File: src/rtl/hazard_unit.sv
`default_nettype none
// ============================================================================
//  Module      : hazard_unit
//  Description : Pipeline sequencer for the 5-stage core. Detects load-use and
//                control hazards and drives F/D/E stall/flush enables and the
//                E-stage operand forwarding selects. A shadow copy of E/M/W
//                destination state is fed from D-stage decode outputs. It also
//                keeps saturating stall/flush perf counters.
//  Revision    : 1.0 - initial release
// ============================================================================
module hazard_unit #(
   parameter int AW    = 5,
   parameter int CNT_W = 16
) (
   input  logic             clk,
   input  logic             rst_n,
   input  logic [AW-1:0]    Rs1D,
   input  logic [AW-1:0]    Rs2D,
   input  logic [AW-1:0]    RdD,
   input  logic             RegWriteD,
   input  logic [1:0]       ResultSrcD,
   input  logic             PCSrcE,
   output logic             StallF,
   output logic             StallD,
   output logic             FlushD,
   output logic             FlushE,
   output logic [1:0]       ForwardAE,
   output logic [1:0]       ForwardBE,
   output logic [CNT_W-1:0] StallCnt,
   output logic [CNT_W-1:0] FlushCnt
);

   localparam logic [1:0]       C_RESULT_LOAD = 2'b01;
   localparam logic [1:0]       C_FWD_RD1     = 2'b00;
   localparam logic [1:0]       C_FWD_W       = 2'b01;
   localparam logic [1:0]       C_FWD_M       = 2'b10;
   localparam logic [CNT_W-1:0] C_CNT_MAX     = '1;
   localparam logic [CNT_W-1:0] C_CNT_ONE     = {{(CNT_W-1){1'b0}}, 1'b1};

   // Shadow E stage
   logic [AW-1:0]    rs1_e_q, rs1_e_d;
   logic [AW-1:0]    rs2_e_q, rs2_e_d;
   logic [AW-1:0]    rd_e_q, rd_e_d;
   logic             reg_write_e_q, reg_write_e_d;
   logic             load_e_q, load_e_d;
   // Shadow M and W stages
   logic [AW-1:0]    rd_m_q, rd_m_d;
   logic             reg_write_m_q, reg_write_m_d;
   logic [AW-1:0]    rd_w_q, rd_w_d;
   logic             reg_write_w_q, reg_write_w_d;
   // Perf counters
   logic [CNT_W-1:0] stall_cnt_q, stall_cnt_d;
   logic [CNT_W-1:0] flush_cnt_q, flush_cnt_d;

   logic             lw_stall;

   // Forward select for one E-stage source; M is younger so it wins over W.
   function automatic logic [1:0] fwd_sel(input logic [AW-1:0] rs_e,
                                          input logic [AW-1:0] rd_m, input logic wr_m,
                                          input logic [AW-1:0] rd_w, input logic wr_w);
      logic [1:0] sel;
      sel = C_FWD_RD1;
      if (wr_m && (rd_m != '0) && (rd_m == rs_e)) begin
         sel = C_FWD_M;
      end else if (wr_w && (rd_w != '0) && (rd_w == rs_e)) begin
         sel = C_FWD_W;
      end
      return sel;
   endfunction

   // Hazard detection and stall/flush/forward outputs, combinational from shadow state and D inputs
   always_comb begin
      lw_stall  = load_e_q & reg_write_e_q & (rd_e_q != '0) &
                  ((rd_e_q == Rs1D) | (rd_e_q == Rs2D));
      StallF    = 1'b0;
      StallD    = 1'b0;
      FlushD    = 1'b0;
      FlushE    = 1'b0;
      if (PCSrcE) begin
         // Redirect squashes D and E; holding F/D would keep a wrong-path instruction
         FlushD = 1'b1;
         FlushE = 1'b1;
      end else begin
         StallF = lw_stall;
         StallD = lw_stall;
         FlushE = lw_stall;
      end
      ForwardAE = fwd_sel(rs1_e_q, rd_m_q, reg_write_m_q, rd_w_q, reg_write_w_q);
      ForwardBE = fwd_sel(rs2_e_q, rd_m_q, reg_write_m_q, rd_w_q, reg_write_w_q);
      StallCnt  = stall_cnt_q;
      FlushCnt  = flush_cnt_q;
   end

   // Next shadow state: E takes D or a bubble, M and W always advance; counters saturate
   always_comb begin
      rs1_e_d       = Rs1D;
      rs2_e_d       = Rs2D;
      rd_e_d        = RdD;
      reg_write_e_d = RegWriteD;
      load_e_d      = (ResultSrcD == C_RESULT_LOAD);
      if (FlushE) begin
         rs1_e_d       = '0;
         rs2_e_d       = '0;
         rd_e_d        = '0;
         reg_write_e_d = 1'b0;
         load_e_d      = 1'b0;
      end
      rd_m_d        = rd_e_q;
      reg_write_m_d = reg_write_e_q;
      rd_w_d        = rd_m_q;
      reg_write_w_d = reg_write_m_q;

      stall_cnt_d = stall_cnt_q;
      if (lw_stall && (stall_cnt_q != C_CNT_MAX)) begin
         stall_cnt_d = stall_cnt_q + C_CNT_ONE;
      end
      flush_cnt_d = flush_cnt_q;
      if (PCSrcE && (flush_cnt_q != C_CNT_MAX)) begin
         flush_cnt_d = flush_cnt_q + C_CNT_ONE;
      end
   end

   // Shadow state and counter registers, cleared asynchronously
   always_ff @(posedge clk or negedge rst_n) begin
      if (!rst_n) begin
         rs1_e_q       <= '0;
         rs2_e_q       <= '0;
         rd_e_q        <= '0;
         reg_write_e_q <= 1'b0;
         load_e_q      <= 1'b0;
         rd_m_q        <= '0;
         reg_write_m_q <= 1'b0;
         rd_w_q        <= '0;
         reg_write_w_q <= 1'b0;
         stall_cnt_q   <= '0;
         flush_cnt_q   <= '0;
      end else begin
         rs1_e_q       <= rs1_e_d;
         rs2_e_q       <= rs2_e_d;
         rd_e_q        <= rd_e_d;
         reg_write_e_q <= reg_write_e_d;
         load_e_q      <= load_e_d;
         rd_m_q        <= rd_m_d;
         reg_write_m_q <= reg_write_m_d;
         rd_w_q        <= rd_w_d;
         reg_write_w_q <= reg_write_w_d;
         stall_cnt_q   <= stall_cnt_d;
         flush_cnt_q   <= flush_cnt_d;
      end
   end

endmodule
`default_nettype wire

File: config.mk
export PLATFORM = sky130hd
export DESIGN_NAME = hazard_unit
export DESIGN_NICKNAME = d
export VERILOG_FILES = /design/src/rtl/hazard_unit.sv
export SDC_FILE = /design/constraint.sdc
export NUM_CORES = 1
export LEC_CHECK = 0
export BUFFER_PORTS_ARGS = -buffer_cell sky130_fd_sc_hd__buf_4
export CAP_MARGIN = 20
export CORE_UTILIZATION = 40
export CTS_BUF_LIST = sky130_fd_sc_hd__clkbuf_4 sky130_fd_sc_hd__clkbuf_8
export CTS_CLUSTER_SIZE = 20
export DETAILED_ROUTE_END_ITERATION = 16
export SETUP_SLACK_MARGIN = 0.4
export SYNTH_ARGS = -nofsm -noshare
export SYNTH_HDL_FRONTEND = slang
export SYNTH_SLANG_ARGS = --single-unit
File: constraint.sdc
create_clock -name clk -period 5.75 [get_ports clk]
set_input_delay 0 -clock clk [delete_from_list [all_inputs] [get_ports clk]]
set_output_delay 0 -clock clk [all_outputs]
set_load 0.02 [all_outputs]
# After elaboration in Yosys (flattened, before gate mapping)
# Index checks and enable logic that the tools add are counted.
dict set report totals {
  ram_bits 0
  register_bits 61
  word_cells 49
  mem_bits_ro 0
  latch_bits 0
  input_bits 21
  out_inout_bits 40
  memories 0
}
dict set report classes {
  n_lt_le_gt_ge 0
  n_div 0
  n_reduce_logical 11
  shift 0
  bitwise 4
  n_eq_ne 9
  mul 0
  mux 12
  addsub 2
}
# operator count
set ops {}
lappend ops {{$add A16 B1 Y16 const B} 2}
lappend ops {{$ne A16 B16 Y1 const B} 2}
lappend ops {{$eq A5 B5 Y1} 6}
lappend ops {{$mux W5} 3}
lappend ops {{$reduce_bool A5 Y1} 3}
lappend ops {{$logic_and A1 B1 Y1} 8}
lappend ops {{$mux W1} 7}
lappend ops {{$mux W2} 2}
lappend ops {{$and A1 B1 Y1} 3}
lappend ops {{$eq A2 B1 Y1 const B} 1}
lappend ops {{$or A1 B1 Y1} 1}

# Logic depth before layout (Yosys ltp)
dict set report logic_depth {
  ltp_word 5
  ltp_mapped 6
  depth_no_buf 6
}

# Worst setup path before layout
# Ideal clock, no wire load.
dict set report synth_path {
  path_kind {register to output}
  from {register rd_m_q[1]}
  to {output ForwardAE[0]}
  n_path_buf 0
  stages_incl_launch_ff 5
  slack_ns 3.734
  arrival_ns 2.016
  cell_sequence {dfrtp_1 or4_1 o21ai_0 nor4_1 nor4_1}
}
dict set report synth_between {
  elab_chain_len 4
}
# element line_no
set synth_rtl {}
lappend synth_rtl {{start, declared} 47} ;# logic [AW-1:0] rd_m_q, rd_m_d;
lappend synth_rtl {{start signal, assigned} 143} ;# rd_m_q <= rd_m_d;
lappend synth_rtl {{$reduce_bool A5 Y1} 63} ;# if (wr_m && (rd_m != '0) && (rd_m == rs_e)) begin
lappend synth_rtl {{$logic_and A1 B1 Y1} 63}
lappend synth_rtl {{$logic_and A1 B1 Y1 (*)} 63}
lappend synth_rtl {{$mux W2 (*)} 63}
lappend synth_rtl {{end, declared} 27} ;# output logic [1:0] ForwardAE,
# Every way passes the cells marked *; elsewhere a longest branch is shown, timed or not.

# Worst setup path after layout
dict set report layout_path {
  from {register rd_e_q[0]}
  to {register load_e_q}
}
dict set report layout_between {
  elab_chain_len 5
}
# element line_no
set layout_rtl {}
lappend layout_rtl {{start, declared} 43} ;# logic [AW-1:0] rd_e_q, rd_e_d;
lappend layout_rtl {{start signal, assigned} 140} ;# rd_e_q <= rd_e_d;
lappend layout_rtl {{$eq A5 B5 Y1 or $reduce_bool A5 Y1 (tied branches)} {74, 73}}
lappend layout_rtl {{$or A1 B1 Y1 or $and A1 B1 Y1 (tied branches)} {74, 73}}
lappend layout_rtl {{$and A1 B1 Y1 (*)} 73} ;# lw_stall = load_e_q & reg_write_e_q & (rd_e_q != '0) &
lappend layout_rtl {{$mux W1 (*)} 79} ;# if (PCSrcE) begin
lappend layout_rtl {{$mux W1 (*)} 101} ;# if (FlushE) begin
lappend layout_rtl {{named net load_e_d} 45} ;# logic load_e_q, load_e_d;
lappend layout_rtl {{end signal, assigned} 142} ;# load_e_q <= load_e_d;
lappend layout_rtl {{end, declared} 45}
# Mark *: on every way through the listed nets, which the timed path passes. The rest lies on a longest branch.
# A chain may end at the register's enable or synchronous reset.

==> impl_metrics.toml <==
[status]
outcome = "finished, final reports clean"

[drt]
wl_um = 6050
avgViaCountPerCell = 4.78
first_pass_iters = 4
num_vias = 2066
wl_per_cell_um = 14.0
drt_iter0_drc = 78
drc = 0
antenna_left = 0

[power_and_ir_drop]
p_int_mw = 0.823
p_leak_nw = 1.88
p_sw_mw = 0.293
pwr-share-seq = 0.457
irDropWorstVdd_uv = 118
clock_power_share = 0.383
comb_power_share = 0.159
power.share.switching = 0.262
power.density_mw_per_mm2 = 289

[timing]
finalMaxSlewViolations = 0
final-hold-violation-count = 0
slew_headroom = 0.398
finalSetupViolCount = 0
fin_crit_sh = 0.461
finClkSkew_ns = 0.00542
final.min_clock_period_ns = 2.65
fmax_ghz = 0.377
tns_ns = 0
rsz0062_at_grt = "false"
worst_slack_ns = 3.10
tightest_slew_ns = 0.902

[global_routing]
grt_use_total = 0.176
grtUsageMet1 = 0.240
grt_pass1_wl_um = 10100
met2_usage = 0.276
grt_max_degree = 62
met3_usage = 0.0341
antenna_found_initial = 0
overflow = 0
top_usage_layer = "met2"
first_global_vias = 2068

[floorplanning]
die_h_um = 87.4
fp-row-count = 30
fp.dieW_um = 87.4
io_pins = 61
core_mm2 = 0.00691
die_area_mm2 = 0.00764
start_util = 0.422

[clock_tree]
h-tree-depth = 3
worstSkewPairLatency_ns = 0.33
cts_tree = "yes"
cts-buffers-inserted = 9
clock_sinks = 61
clk_pin_slew_worst_paths_ns = 0.07
cts_buffer_depth = 2
post-cts-setup-buffer-count = 0
clockRootBuffer = "clkbuf_8"

[finish]
syn_to_final_growth_pct = 32.3
finalNetCount = 354
drive_gt1_frac = 0.289
num_antenna_cells = 0

[logic_synthesis]
syn-num-nets = 269
synth_flop_cell = "dfrtp_1"
synth.yosys.seq_area_share = 0.523
yosys_warnings = 0
synth-seq-cells = 61
synth_top_area_frac = 0.523
ys_types = 37
async_reset_ff_frac = 1.00
syn_area_per_cell_um2 = 11.9
synth-edff-count = 0
yosysTopAreaCell = "dfrtp_1"
syn_inst = 246
ys_top_cells_by_area = "dfrtp_1, xor2_1, xnor2_1"
syn_area_mm2 = 0.00292

[critical_path]
endpoint_kind = "flop"
reg2reg_from = "rd_e_q[0]"
r2r_cells = 7
crit_chain = "xor2_1 -> nor2_1 -> a22oi_2 -> o21a_4 -> inv_2 -> nor3b_2 -> dlygate4sd3_1"
r2r_setup_slack_ns = 3.10
critPathMaxFanout = 17
path_buf_inv = 2
path_class = "reg2reg"
critical-path-top-delay-family = "compound AO/OA/AOI/OAI gates"
crit_slowest_cell = "a22oi_2"
cp.required_ns = 6.01
max_stage_delay_ns = 0.75
arrival_ns = 2.91
r2r-end = "load_e_q"
cp-start-kind = "flop"

[run]
maxCapViolCount = 0

[hold_path]
min_path_cells = 3
min_path_type = "in2reg"
hold_end = "FlushCnt[0]"
worstHoldStart = "PCSrcE"

[placement]
gp_congestion = 0.823
hpwl_um = 4320
place_ws_ns = 3.69
portBuffers = 60
worst max-delay path by stage:
stage          slack [ns]      endpoint      start  cells after the start
6_report             3.10      load_e_q  rd_e_q[0]                      7
3_5_place_dp         3.69      load_e_q  rd_e_q[0]                      6
4_1_cts              3.13      load_e_q  rd_e_q[0]                      7
5_1_grt              2.89      load_e_q  rd_e_q[0]                      7
3_3_place_gp         3.72      load_e_q  rd_e_q[1]                      5
2_1_floorplan        3.73  ForwardAE[0]  rd_m_q[1]                      4
through the flow:
stage               utilization  power, mW  hold slack, ns  instances  instance area [um^2]
detailed placement        0.498      0.688           0.121        397                  3440
floorplan                     -      0.609          -0.296        246                  2920
global placement          0.498      0.687           0.130        397                  3440
global route              0.559       1.17          0.0459        432                  3860
finish                    0.559       1.12          0.0290        432                  3860
CTS                       0.559       1.13         0.00573        432                  3860
Yosys cell counts (all sizes together) (3+ instances only):
library cell / number
nand2: 11
buf: 5
inv: 5
nor2: 14
mux2: 3
nand4: 11
nor4b: 3
xor2: 42
or4: 6
dfrtp: 61
nand3: 14
xnor2: 16
nor3: 11
o21ai: 3
nor4: 11
and2: 16
cell families (layout without fill, tap and decap cells):
logic type	count (synthesis)	in the layout	share of synthesized area
AND/OR/NAND/NOR	101	101	0.218
flip-flops	61	61	0.523
XOR/XNOR	58	58	0.174
AO/OA/AOI/OAI	11	11	0.0399
buffers and inverters	10	100	0.0232
multiplexers	3	3	0.0129
adder cells (fa/ha/maj)	2	2	0.00858
what timing repair did:
action                                 CTS  global route
hold buffers                            19             0
endpoints found under the hold margin   78             0
gates resized for setup                  0             0
layer usage:
metal  vias up  part of all wire
li1       1025                 -
met1       998              0.47
met2        36              0.49
met3         7             0.036
met4         0             0.012
met5         -                 0
area by class of cell:
class	count	area (um^2)
clock buffer	12	159
clock inverter	4	70.1
fill	648	3050
inverter	5	18.8
multi-input combinational	175	1320
sequential	61	1530
tap	96	120
timing repair buffer	79	641
tightest hold or removal path, delay by kind of cell:
kind	cells	cell delay (ns)
xor+xnor	1	0.07
buf+inv	1	0.14
compound gates	1	0.10
placed cells by master, fill, tap and decap left out, drive strengths merged, types with 6 or more instances in the layout:
| cell | count |
|---|---|
| nand2 | 11 |
| or4 | 6 |
| dfrtp | 61 |
| xnor2 | 16 |
| and2 | 16 |
| dlygate4sd3 | 19 |
| clkbuf | 12 |
| nand4 | 11 |
| nor2 | 14 |
| nand3 | 14 |
| buf | 60 |
| xor2 | 42 |
| nor4 | 11 |
| nor3 | 11 |
power by group through the flow:
stage	clock network [mW]	registers, mW	logic [mW]
after floorplan	0	0.540	0.0692
after global placement	0	0.518	0.169
after detailed placement	0	0.518	0.170
after CTS	0.439	0.510	0.180
after global routing	0.460	0.517	0.197
final	0.428	0.510	0.178
registers in the layout, summed over array words and instances (netlist names):
register / count
rs2_e_q: 5
rd_m_q: 5
rd_w_q: 5
reg_write_w_q: 1
load_e_q: 1
FlushCnt: 16
StallCnt: 16
rs1_e_q: 5
reg_write_e_q: 1
reg_write_m_q: 1
rd_e_q: 5
Note: power is estimated with default switching activity, not from simulation.
